===== config.mk =====
export PLATFORM = sky130hd
export DESIGN_NAME = spi_adc_ctrl_flat
export DESIGN_NICKNAME = d
export VERILOG_FILES = /design/src/rtl/spi_adc_pkg.sv /design/src/rtl/spi_adc_ctrl_if.sv /design/src/rtl/spi_adc_avg.sv /design/src/rtl/spi_adc_ctrl.sv /design/src/flat_wrapper.sv
export SDC_FILE = /design/constraint.sdc
export NUM_CORES = 1
export LEC_CHECK = 0
export CORE_ASPECT_RATIO = 0.9
export CORE_MARGIN = 5
export CORE_UTILIZATION = 45
export DETAILED_ROUTE_END_ITERATION = 10
export PLACE_DENSITY = 0.77
export SYNTH_ARGS = -nofsm -noshare
export SYNTH_HDL_FRONTEND = slang
export SYNTH_HIERARCHICAL = 1
export SYNTH_SLANG_ARGS = --single-unit

===== constraint.sdc =====
create_clock -name clk -period 2.3 [get_ports clk]
set_input_delay 0.46 -clock clk [delete_from_list [all_inputs] [get_ports clk]]
set_output_delay 0.46 -clock clk [all_outputs]
set_load 0.05 [all_outputs]

===== src/rtl/spi_adc_pkg.sv =====
// Shared types and sizing helpers for the SPI ADC controller.
package spi_adc_pkg;

  typedef enum logic [1:0] {
    StIdle,
    StSetup,
    StShift,
    StQuiet
  } state_e;

  function automatic int unsigned frame_len(input int unsigned lead, input int unsigned data,
                                            input int unsigned trail);
    return lead + data + trail;
  endfunction

  // Bits needed to count 0..n-1, never narrower than one bit.
  function automatic int unsigned cnt_w(input int unsigned n);
    return (n > 1) ? $clog2(n) : 1;
  endfunction

endpackage


===== src/rtl/spi_adc_ctrl_if.sv =====
// Three-wire ADC link: chip select and serial clock from the controller, data back.
interface spi_adc_ctrl_if;
  logic cs_n;
  logic sclk;
  logic sdata;

  modport master (
    output cs_n,
    output sclk,
    input  sdata
  );

  modport slave (
    input  cs_n,
    input  sclk,
    output sdata
  );
endinterface


===== src/rtl/spi_adc_avg.sv =====
// Accumulates 2**AVG_LOG2 raw frames, then publishes the truncated mean and the
// OR of the per-frame zero-bit errors.
module spi_adc_avg #(
  parameter int unsigned DATA_W   = 8,
  parameter int unsigned AVG_LOG2 = 0
) (
  input  logic              clk,
  input  logic              n_rst,
  input  logic [DATA_W-1:0] sample,
  input  logic              sample_err,
  input  logic              sample_stb,
  output logic [DATA_W-1:0] result,
  output logic              result_valid,
  output logic              result_err,
  output logic              group_open
);

  localparam int unsigned ACC_W = DATA_W + AVG_LOG2;
  localparam int unsigned FRM_W = AVG_LOG2 + 1;

  logic [ACC_W-1:0]  acc_q;
  logic [ACC_W-1:0]  sum;
  logic [FRM_W-1:0]  frm_q;
  logic              err_acc_q;
  logic              last;
  logic [DATA_W-1:0] result_q;
  logic              valid_q;
  logic              err_q;

  assign sum  = acc_q + ACC_W'(sample);
  assign last = (frm_q == FRM_W'((1 << AVG_LOG2) - 1));

  always_ff @(posedge clk or negedge n_rst) begin
    if (!n_rst) begin
      acc_q     <= '0;
      frm_q     <= '0;
      err_acc_q <= 1'b0;
      result_q  <= '0;
      valid_q   <= 1'b0;
      err_q     <= 1'b0;
    end else begin
      valid_q <= 1'b0;
      err_q   <= 1'b0;
      if (sample_stb) begin
        if (last) begin
          result_q  <= DATA_W'(sum >> AVG_LOG2);
          valid_q   <= 1'b1;
          err_q     <= err_acc_q | sample_err;
          acc_q     <= '0;
          frm_q     <= '0;
          err_acc_q <= 1'b0;
        end else begin
          acc_q     <= sum;
          frm_q     <= frm_q + 1'b1;
          err_acc_q <= err_acc_q | sample_err;
        end
      end
    end
  end

  assign result       = result_q;
  assign result_valid = valid_q;
  assign result_err   = err_q;
  assign group_open   = (frm_q != '0);

endmodule


===== src/rtl/spi_adc_ctrl.sv =====
// SPI ADC frame controller: generates cs_n/sclk, deserialises each frame, checks the
// zero padding and hands raw samples to the averager.
module spi_adc_ctrl
  import spi_adc_pkg::*;
#(
  parameter int unsigned DATA_W      = 8,
  parameter int unsigned LEAD_ZEROS  = 3,
  parameter int unsigned TRAIL_ZEROS = 4,
  parameter int unsigned CLK_DIV     = 4,
  parameter int unsigned QUIET_CYC   = 16,
  parameter int unsigned AVG_LOG2    = 0
) (
  input  logic              clk,
  input  logic              n_rst,
  input  logic              start,
  input  logic              cont,
  spi_adc_ctrl_if.master    spi,
  output logic [DATA_W-1:0] data,
  output logic              data_valid,
  output logic              frame_err,
  output logic              busy
);

  localparam int unsigned FRAME_LEN = frame_len(LEAD_ZEROS, DATA_W, TRAIL_ZEROS);
  localparam int unsigned CNT_MAX   = (CLK_DIV > QUIET_CYC) ? CLK_DIV : QUIET_CYC;
  localparam int unsigned CNT_W     = cnt_w(CNT_MAX);
  localparam int unsigned BIT_W     = cnt_w(FRAME_LEN);

  state_e            state_q, state_d;
  logic [CNT_W-1:0]  cnt_q, cnt_d;
  logic [BIT_W-1:0]  bit_q, bit_d;
  logic              cs_n_q, cs_n_d;
  logic              sclk_q, sclk_d;
  logic              start_q;
  logic [DATA_W-1:0] shreg_q, shreg_d;
  logic              ferr_q, ferr_d;
  logic              half_end, quiet_end, last_bit, in_data;
  logic              frame_done, group_open;

  assign half_end  = (cnt_q == CNT_W'(CLK_DIV - 1));
  assign quiet_end = (cnt_q == CNT_W'(QUIET_CYC - 1));
  assign last_bit  = (bit_q == BIT_W'(FRAME_LEN - 1));
  assign in_data   = (int'(bit_q) >= int'(LEAD_ZEROS)) &&
                     (int'(bit_q) < int'(LEAD_ZEROS + DATA_W));

  always_comb begin
    state_d    = state_q;
    cnt_d      = cnt_q;
    bit_d      = bit_q;
    cs_n_d     = cs_n_q;
    sclk_d     = sclk_q;
    shreg_d    = shreg_q;
    ferr_d     = ferr_q;
    frame_done = 1'b0;
    unique case (state_q)
      StIdle: begin
        if (start_q && !start) begin
          state_d = StSetup;
          cs_n_d  = 1'b0;
          sclk_d  = 1'b1;
          cnt_d   = '0;
        end
      end
      StSetup: begin
        if (half_end) begin
          state_d = StShift;
          sclk_d  = 1'b0;
          cnt_d   = '0;
          bit_d   = '0;
          ferr_d  = 1'b0;
        end else begin
          cnt_d = cnt_q + 1'b1;
        end
      end
      StShift: begin
        if (!half_end) begin
          cnt_d = cnt_q + 1'b1;
        end else begin
          cnt_d = '0;
          if (!sclk_q) begin
            // Rising sclk edge: sdata has been stable since the preceding falling edge.
            sclk_d = 1'b1;
            if (in_data) begin
              shreg_d = {shreg_q[DATA_W-2:0], spi.sdata};
            end else if (spi.sdata) begin
              ferr_d = 1'b1;
            end
          end else if (last_bit) begin
            state_d    = StQuiet;
            cs_n_d     = 1'b1;
            frame_done = 1'b1;
          end else begin
            sclk_d = 1'b0;
            bit_d  = bit_q + 1'b1;
          end
        end
      end
      StQuiet: begin
        if (quiet_end) begin
          cnt_d = '0;
          // A partially filled average keeps going even in single-shot mode.
          if (cont || group_open) begin
            state_d = StSetup;
            cs_n_d  = 1'b0;
            sclk_d  = 1'b1;
          end else begin
            state_d = StIdle;
          end
        end else begin
          cnt_d = cnt_q + 1'b1;
        end
      end
      default: state_d = StIdle;
    endcase
  end

  always_ff @(posedge clk or negedge n_rst) begin
    if (!n_rst) begin
      state_q <= StIdle;
      cnt_q   <= '0;
      bit_q   <= '0;
      cs_n_q  <= 1'b1;
      sclk_q  <= 1'b1;
      start_q <= 1'b1;
      shreg_q <= '0;
      ferr_q  <= 1'b0;
    end else begin
      state_q <= state_d;
      cnt_q   <= cnt_d;
      bit_q   <= bit_d;
      cs_n_q  <= cs_n_d;
      sclk_q  <= sclk_d;
      start_q <= start;
      shreg_q <= shreg_d;
      ferr_q  <= ferr_d;
    end
  end

  spi_adc_avg #(
    .DATA_W   (DATA_W),
    .AVG_LOG2 (AVG_LOG2)
  ) u_avg (
    .clk          (clk),
    .n_rst        (n_rst),
    .sample       (shreg_q),
    .sample_err   (ferr_q),
    .sample_stb   (frame_done),
    .result       (data),
    .result_valid (data_valid),
    .result_err   (frame_err),
    .group_open   (group_open)
  );

  assign spi.cs_n = cs_n_q;
  assign spi.sclk = sclk_q;
  assign busy     = (state_q != StIdle);

endmodule


===== src/flat_wrapper.sv =====
// flat-port wrapper written by rule: the top's interface ports become plain ports
module spi_adc_ctrl_flat import spi_adc_pkg::*;
#(
  parameter int unsigned DATA_W      = 8,
  parameter int unsigned LEAD_ZEROS  = 3,
  parameter int unsigned TRAIL_ZEROS = 4,
  parameter int unsigned CLK_DIV     = 4,
  parameter int unsigned QUIET_CYC   = 16,
  parameter int unsigned AVG_LOG2    = 0
)
  (clk, n_rst, start, cont, data, data_valid, frame_err, busy, spi_cs_n, spi_sclk, spi_sdata);
  spi_adc_ctrl_if spi_i ();
  input  logic clk;
  input  logic n_rst;
  input  logic start;
  input  logic cont;
  output logic [DATA_W-1:0] data;
  output logic data_valid;
  output logic frame_err;
  output logic busy;
  output wire logic [$bits(spi_i.cs_n)-1:0] spi_cs_n;
  output wire logic [$bits(spi_i.sclk)-1:0] spi_sclk;
  input wire logic [$bits(spi_i.sdata)-1:0] spi_sdata;
  assign spi_cs_n = spi_i.cs_n;
  assign spi_sclk = spi_i.sclk;
  assign spi_i.sdata = spi_sdata;
  spi_adc_ctrl #(.DATA_W(DATA_W), .LEAD_ZEROS(LEAD_ZEROS), .TRAIL_ZEROS(TRAIL_ZEROS), .CLK_DIV(CLK_DIV), .QUIET_CYC(QUIET_CYC), .AVG_LOG2(AVG_LOG2)) u_core (.clk(clk), .n_rst(n_rst), .start(start), .cont(cont), .spi(spi_i), .data(data), .data_valid(data_valid), .frame_err(frame_err), .busy(busy));
endmodule

Word level (Yosys, flattened, before mapping). Index checks and enable logic that the tools add are counted.

Register bits after elaboration: 42. Bits in latches: 0. Bits in writable memories: 0. Bits in read-only memories: 0. Bits of input ports: 5. Output and inout port bits: 13. Logic and storage cells: 103. Memories kept: 0.

Add/subtract/negate cells: 4. $mul: 0. Div/mod/pow operators: 0. Order comparisons: 2. Eq/ne operators: 17. Shift operators: 0. Multiplexer cells: 47. Bitwise gates (word level): 3. Reductions and logical operators: 16.

Operator list (number): two-way mux 4 bit (7); two-way mux 1 bit (27); != test 2 x 1 -> 1 bit (second input constant) (7); two-way mux 2 bit (6); one-hot mux 4 bit (3 select lines) (1); AND reduction 6 bit (2); AND reduction 5 bit (2); adder 4 x 1 -> 4 bit (second input constant) (2); adder 8 bit (1); == test 4 bit (second input constant) (2); two-way mux 8 bit (1); != test 2 bit (second input constant) (4); one-hot mux 2 bit (4 select lines) (1); one-hot mux 4 bit (2 select lines) (1); AND reduction 7 bit (1); == test 2 bit (second input constant) (2); == test 4 x 2 -> 1 bit (second input constant) (1); >= comparator 4 x 2 -> 1 bit (second input constant) (1); < comparator 4 bit (second input constant) (1); one-hot mux 1 bit (4 select lines) (1); AND reduction 4 bit (1); nonzero test 2 bit (2); one-hot mux 1 bit (3 select lines) (1); nonzero test 3 bit (1); other kinds (11) (13).

Longest topological paths before layout. Gate-level depths: netlist of the first run.

Depth after elaboration: 6. Mapped depth: 7.

Modules after synthesis. Netlist of the first run, hierarchy kept.

By module, submodules not included: spi_adc_ctrl (instances 1, cells an instance 118, area an instance 1295.0 µm², sequential area each 554.3 µm²); spi_adc_avg (instances 1, cells an instance 22, area an instance 400.4 µm², sequential area each 250.2 µm²).

Worst setup path after synthesis of the first run. OpenSTA, ideal clock, no wires.

Path type: register -> register. From: register u_core.cnt_q[0]. To: register u_core.u_avg.result_q[0] (netlist: u_core/u_avg/result[0]). Library setup time: 125 ps. Arrival: 1894 ps. Required time: 2175 ps. Path slack: 280 ps. Stages on the path, launching flop included: 7. Period minus slack after synthesis: 2020 ps. Cell sequence: dfrtp_1 > ha_1 > or3b_1 > buf_2 > nor4_1 > buf_6 > mux2_4.

Longest elaborated chain between the ends: 4.

RTL lines: start: declaration (line spi_adc_ctrl.sv:30) `logic [CNT_W-1:0] cnt_q, cnt_d;`; start signal: assignment (line spi_adc_ctrl.sv:129) `cnt_q <= cnt_d;`; == test 4 x 2 -> 1 bit (line spi_adc_ctrl.sv:40) `assign half_end = (cnt_q == CNT_W'(CLK_DIV - 1));`; two-way mux 1 bit (line spi_adc_ctrl.sv:76) `if (!half_end) begin`; two-way mux 1 bit (line spi_adc_ctrl.sv:55) `unique case (state_q)`; net u_core.frame_done (line spi_adc_ctrl.sv:38) `logic frame_done, group_open;`; AND reduction 2 bit (no line); end signal: assignment (line spi_adc_avg.sv:46) `result_q <= DATA_W'(sum >> AVG_LOG2);`; end: declaration (line spi_adc_avg.sv:26) `logic [DATA_W-1:0] result_q;`.

The timed path passes the listed nets, and every way through them passes these cells. A chain may end at the register's enable or synchronous reset.

Final worst setup path of the first run.
From: register u_core.sclk_q (netlist: u_core/spi.sclk). To: output port spi_sclk.

RTL lines: start: declaration (line spi_adc_ctrl.sv:33) `logic sclk_q, sclk_d;`; start signal: assignment (line spi_adc_ctrl.sv:132) `sclk_q <= sclk_d;`; end: declaration (line flat_wrapper.sv:22) `output wire logic [$bits(spi_i.sclk)-1:0] spi_sclk;`.

No word-level cell between the ends.

==> results.yml, run 1 <==
finish:
  syn2layout_area_growth_pct: 19.78
  antenna_cells: 0
  drive_above_1_share: 0.2561
  fin_nets: 177
  fillers: 323
  stdcell_area_um2: 2031
global_route:
  grt_start_max_net_pins: 33
  grt_pass1_vias: 1199
  busiest_layer: "met2"
  grtUsageMet2: 0.2544
  grtUsageMet1: 0.1636
  grt_antenna_before_repair: 0
  use_met3: 0.03818
  overflow: 0
  grt_pass1_wl_um: 5568
  grt.total_usage: 0.1456
sta:
  rsz0062_at_grt: "no"
  max_freq_mhz: 477.1
  fin_crit_sh: 0.9114
  hold-worst-slack_ns: 0.5173
  fin_setup_tns_ns: 0
  setup-violations-final: 0
  finalCriticalPeriod_ns: 2.096
  tightest_slew_ns: 0.4954
  finalHoldViolations: 0
  slew_violations: 0
  fin_skew_ns: 0.005856
  relSlewSlack: 0.6687
hold_path:
  min_path_cells: 1
  holdCritPathClass: "reg2reg"
  min_from: "u_core/u_avg/result[2]"
  whs_endpoint: "u_core/u_avg/result[2]"
yosys:
  synth_xor_area_frac: 0.005166
  synth_area_per_cell_um2: 12.11
  synth_area_leader_cell: "dfrtp_1"
  synth_edf_count: 0
  synth_top_area_frac: 0.4280
  ys_async_sr_fraction: 1.000
  synth_top_family_by_area: "compound AO/OA/AOI/OAI gates"
  synth.cell_area_um2: 1695
  ys_types: 48
  ys_seq_area_frac: 0.4745
  synth.most_common_cell: "dfrtp_1"
  syn_inst: 140
  synth_warnings: 6
  ys_seq_elements: 32
  synthTopCellsByCount: "29 x dfrtp_1, 9 x ha_1, 8 x mux2_2, 8 x mux2_4, 7 x a21oi_1"
  synthAdderAreaFrac: 0.06642
  synthMuxAreaShare: 0.1240
  synth_fp_nets: 154
  synth-compound-area-share: 0.1513
  synthSimpleGateAreaFrac: 0.1365
  synth_top_cells_by_area: "dfrtp_1 43%, mux2_4 7.1%, ha_1 6.6%"
  ys.flop_type: "dfrtp_1"
worst_setup_path:
  end_kind: "output pin"
  r2r_end: "u_core/cnt_q[0]"
  r2r-start: "u_core/cnt_q[0]"
  worstPathMaxFanout: 4
  ff2ff_setup_slack_ns: 0.24
  crit_path_start_kind: "register"
  cpPeakStageDelay_ns: 0.80
  slowest_stage: "clkdlybuf4s50_1"
  reg2regPathDepth: 6
  arrival_ns: 1.64
  crit_buf_inv: 1
  crit_chain: "clkdlybuf4s50_1"
  path_class: "reg2out"
  cp_top_family: "buffers and inverters"
  crit_required_ns: 1.84
floorplanning:
  row_count: 21
  io_pins: 18
  die_h_um: 68.23
  core_area_um2: 3679
  initial_core_util: 0.4609
  die_area_um2: 5097
  die_x_um: 74.70
placed_design:
  numPortBuffers: 17
  place.gp.congestion: 0.8572
  dpl-instance-area_um2: 1919
  dpl.hpwl_um: 2329
clock_network:
  cts.sinks: 32
  cts_hold_repair.buffers: 0
  cts_tree: "built"
  cts_setup_buffers: 0
  cts.htree.levels: 2
  cts_buffers: 5
  cts-root-buf: "clkbuf_8"
  cts.clk_slew.worst_paths_ns: 0.07
  worstSkewPairLatency_ns: 0.28
  ctsResizeCount: 0
  clockBufferDepth: 2
power_and_ir_drop:
  p_total_mw: 2.022
  irDropWorstVdd_v: 0.0006899
  powerDensity_nw_per_um2: 995.6
  leakage_nw: 0.8858
route:
  drt_wl_total_um: 3139
  drt_iter0_markers: 38
  vias_per_cell: 5.562
  drt.antenna.violating_nets: 0
  firstDrtPassIters: 4
  vias: 1168
  wl_per_cell_um: 14.95
  drcViolationCount: 0
job:
  cap_violations: 0
run_status:
  outcome: "finished, final reports clean"
[worst max path at each step]
stage / start / endpoint / cells past startpoint
3_3_place_gp: u_core/state_q[0] / u_core/state_q[1] / 5
2_1_floorplan: u_core/cnt_q[0] / u_core/u_avg/result[0] / 6
3_5_place_dp: u_core/state_q[0] / u_core/state_q[1] / 5
4_1_cts: u_core/spi.sclk / spi_sclk / 1
6_report: u_core/spi.sclk / spi_sclk / 1
5_1_grt: u_core/cnt_q[0] / u_core/cnt_q[0] / 6
[sequential cells by signal, summed over array words and instances, names as in the netlist]
name and cells:
u_core/state_q 2, u_core/bit_q 4, u_core/u_avg/result_valid 1, u_core/start_q 1, u_core/spi.cs_n 1, u_core/cnt_q 4, u_core/shreg_q 8, u_core/u_avg/result 8
u_core/ferr_q 1, u_core/spi.sclk 1, u_core/u_avg/result_err 1
[logic make-up after synthesis]
logic type               Yosys count
flip-flops                        32
buffers and inverters             12
multiplexers                      16
XOR/XNOR                           1
AO/OA/AOI/OAI                     32
adder cells (fa/ha/maj)            9
AND/OR/NAND/NOR                   37
other                              1
[report_power, final]
| part | switching, mW | internal, mW |
|---|---|---|
| sequential | 0.0639 | 0.630 |
| clock | 0.208 | 0.320 |
| combinational | 0.482 | 0.318 |
[cell type report]
class                           instances  area [µm²]  share of cell area
Tap cell                               46       57.56             0.02834
Sequential cell                        32       804.5              0.3962
Clock inverter                          3       42.54             0.02095
Inverter                                6       22.52             0.01109
Timing Repair Buffer                   22       205.2              0.1010
Multi-Input combinational cell         96       829.5              0.4085
Clock buffer                            5       68.82             0.03389
[cells in the final DEF (no fill, tap or decap), types with 4 or more instances in the layout]
| master | instances |
|---|---|
| a21oi_1 | 7 |
| buf_4 | 6 |
| clkbuf_8 | 5 |
| clkdlybuf4s50_1 | 16 |
| dfrtp_1 | 29 |
| ha_1 | 9 |
| inv_1 | 6 |
| mux2_2 | 8 |
| mux2_4 | 8 |
| nand2_1 | 5 |
| nor2_1 | 4 |
| o21ai_0 | 5 |
| o31ai_1 | 4 |
[routing by layer]
layer / wire, µm / part of all wire
met2: 1597 / 0.51
met4: 63 / 0.020
met5: 0 / 0
met3: 134 / 0.043
met1: 1344 / 0.43
[stage by stage]
stage | setup slack (ns) | utilization | cells
4_1_cts | 0.1824 | 0.5520 | 210
5_1_grt | 0.09196 | 0.5520 | 210
3_3_place_gp | 0.3011 | 0.5218 | 202
2_1_floorplan | 0.2804 | - | 140
6_report | 0.2038 | 0.5520 | 210
3_5_place_dp | 0.2566 | 0.5218 | 202
No activity file was read; power rests on OpenSTA's default activity.
==> inputs of run 2 (changes only) <==
--- a/config.mk
+++ b/config.mk
@@ -10,6 +10,7 @@
 export CORE_UTILIZATION = 45
 export DETAILED_ROUTE_END_ITERATION = 10
 export PLACE_DENSITY = 0.77
+export REMOVE_ABC_BUFFERS = 1
 export SYNTH_ARGS = -nofsm -noshare
 export SYNTH_HDL_FRONTEND = slang
 export SYNTH_HIERARCHICAL = 1
==> run 2 against run 1 <==
Compared with the run above: sequential share of layout area stayed put; global-route usage barely moved; clock power grew 3%; power rose by 0.59%; sequential cell count is the same; clock skew rose by 0.0023 ns; highest routed layer unchanged.
==> results.yml, run 2 (synthesis results as in run 1) <==
worst_setup_path:
  path_depth: 1
  reg2regPathDepth: 5
  end_kind: "output pin"
  cpPeakStageDelay_ns: 0.80
  crit_required_ns: 1.84
  path_class: "reg2out"
  slowest_stage: "clkdlybuf4s50_1"
  worstPathMaxFanout: 4
  cp_top_family: "buffers and inverters"
  crit_buf_inv: 1
  arrival_ns: 1.65
  crit_chain: "clkdlybuf4s50_1"
  crit_path_start_kind: "register"
sta:
  fin_setup_tns_ns: 0
  setup-violations-final: 0
  relSlewSlack: 0.6685
  slew_violations: 0
  fin_skew_ns: 0.008161
  finalHoldViolations: 0
  rsz0062_at_grt: "no"
  fin_crit_sh: 0.9182
  finalCriticalPeriod_ns: 2.112
  tightest_slew_ns: 0.4957
  max_freq_mhz: 473.5
clock_network:
  ctsResizeCount: 0
  cts_setup_buffers: 0
  cts-root-buf: "clkbuf_8"
  cts.htree.levels: 2
  cts_buffers: 5
  clockBufferDepth: 2
  cts.sinks: 32
  cts_tree: "built"
  cts.clk_slew.worst_paths_ns: 0.07
  cts_hold_repair.buffers: 0
  worstSkewPairLatency_ns: 0.29
finish:
  utilization: 0.5520
  fin_nets: 177
  seq_area_um2: 804.5
  multi_input_area_um2: 829.5
  layout_common_cells: "29 x dfrtp_1, 16 x clkdlybuf4s50_1, 9 x ha_1"
  final_common_cell: "dfrtp_1"
  drive_above_1_share: 0.2561
  antenna_cells: 0
  syn2layout_area_growth_pct: 19.78
  fillers: 313
route:
  wl_per_cell_um: 14.97
  vias_per_cell: 5.562
  drt_wl_total_um: 3143
  firstDrtPassIters: 4
  drcViolationCount: 0
  vias: 1168
  drt.antenna.violating_nets: 0
  drt_iter0_markers: 73
global_route:
  grt_antenna_before_repair: 0
  grt.total_usage: 0.1452
  grt_pass1_vias: 1201
  overflow: 0
  grt_start_max_net_pins: 33
  grt_pass1_wl_um: 5506
power_and_ir_drop:
  powerDensity_nw_per_um2: 1001
  irDropWorstVdd_v: 0.0006101
  leakage_nw: 0.8858
hold_path:
  min_path_cells: 1
  holdCritPathClass: "reg2reg"
placed_design:
  place.gp.congestion: 0.8384
  numPortBuffers: 17
  dpl.hpwl_um: 2253
job:
  cap_violations: 0
floorplanning:
  die_h_um: 68.23
  initial_core_util: 0.4609
  row_count: 21
  die_x_um: 74.70
  core_area_um2: 3679
  die_area_um2: 5097
  io_pins: 18
run_status:
  outcome: "finished, final reports clean"
## run 2: path summary, 6_finish.rpt
kind	slack (ns)	from	end
setup reg to reg	0.26	u_core/state_q[0]	u_core/state_q[1]
hold reg to reg	0.51	u_core/u_avg/result[7]	u_core/u_avg/result[7]
max in group asynchronous	1.41	n_rst	u_core/start_q
min in group asynchronous	0.56	n_rst	u_core/u_avg/result[4]
hold / removal	0.51	u_core/u_avg/result[7]	u_core/u_avg/result[7]
setup / recovery	0.19	u_core/spi.sclk	spi_sclk
## run 2: report_power, final
group          leakage (nW)  switching [mW]  internal [mW]
Combinational         0.404           0.480          0.316
Sequential            0.427          0.0653          0.630
Clock                0.0541           0.223          0.320
## run 2: cell type report
cell class                 count  share of cell area
clock buffer                   5             0.03389
multi-input combinational     96              0.4085
clock inverter                 3             0.02095
tap                           46             0.02834
timing repair buffer          22              0.1010
sequential                    32              0.3962
inverter                       6             0.01109
## run 2: layer usage
layer | track usage | up-vias | wire, µm
li1 | - | 560 | -
met1 | 0.1716 | 584 | 1445
met2 | 0.2379 | 18 | 1496
met3 | 0.04699 | 6 | 145
met4 | 0.07111 | 0 | 56
met5 | 0 | - | 0
## run 2: metrics by stage
stage	setup slack, ns	std cells	area, µm²	hold WS [ns]	total power [mW]
after floorplan	-0.6650	134	1650	0.1644	1.282
after global placement	0.3105	202	1919	0.4868	1.458
after detailed placement	0.2742	202	1919	0.5036	1.490
after CTS	0.1717	210	2031	0.5189	2.035
after global routing	0.1573	210	2031	0.5395	2.170
final	0.1882	210	2031	0.5117	2.034
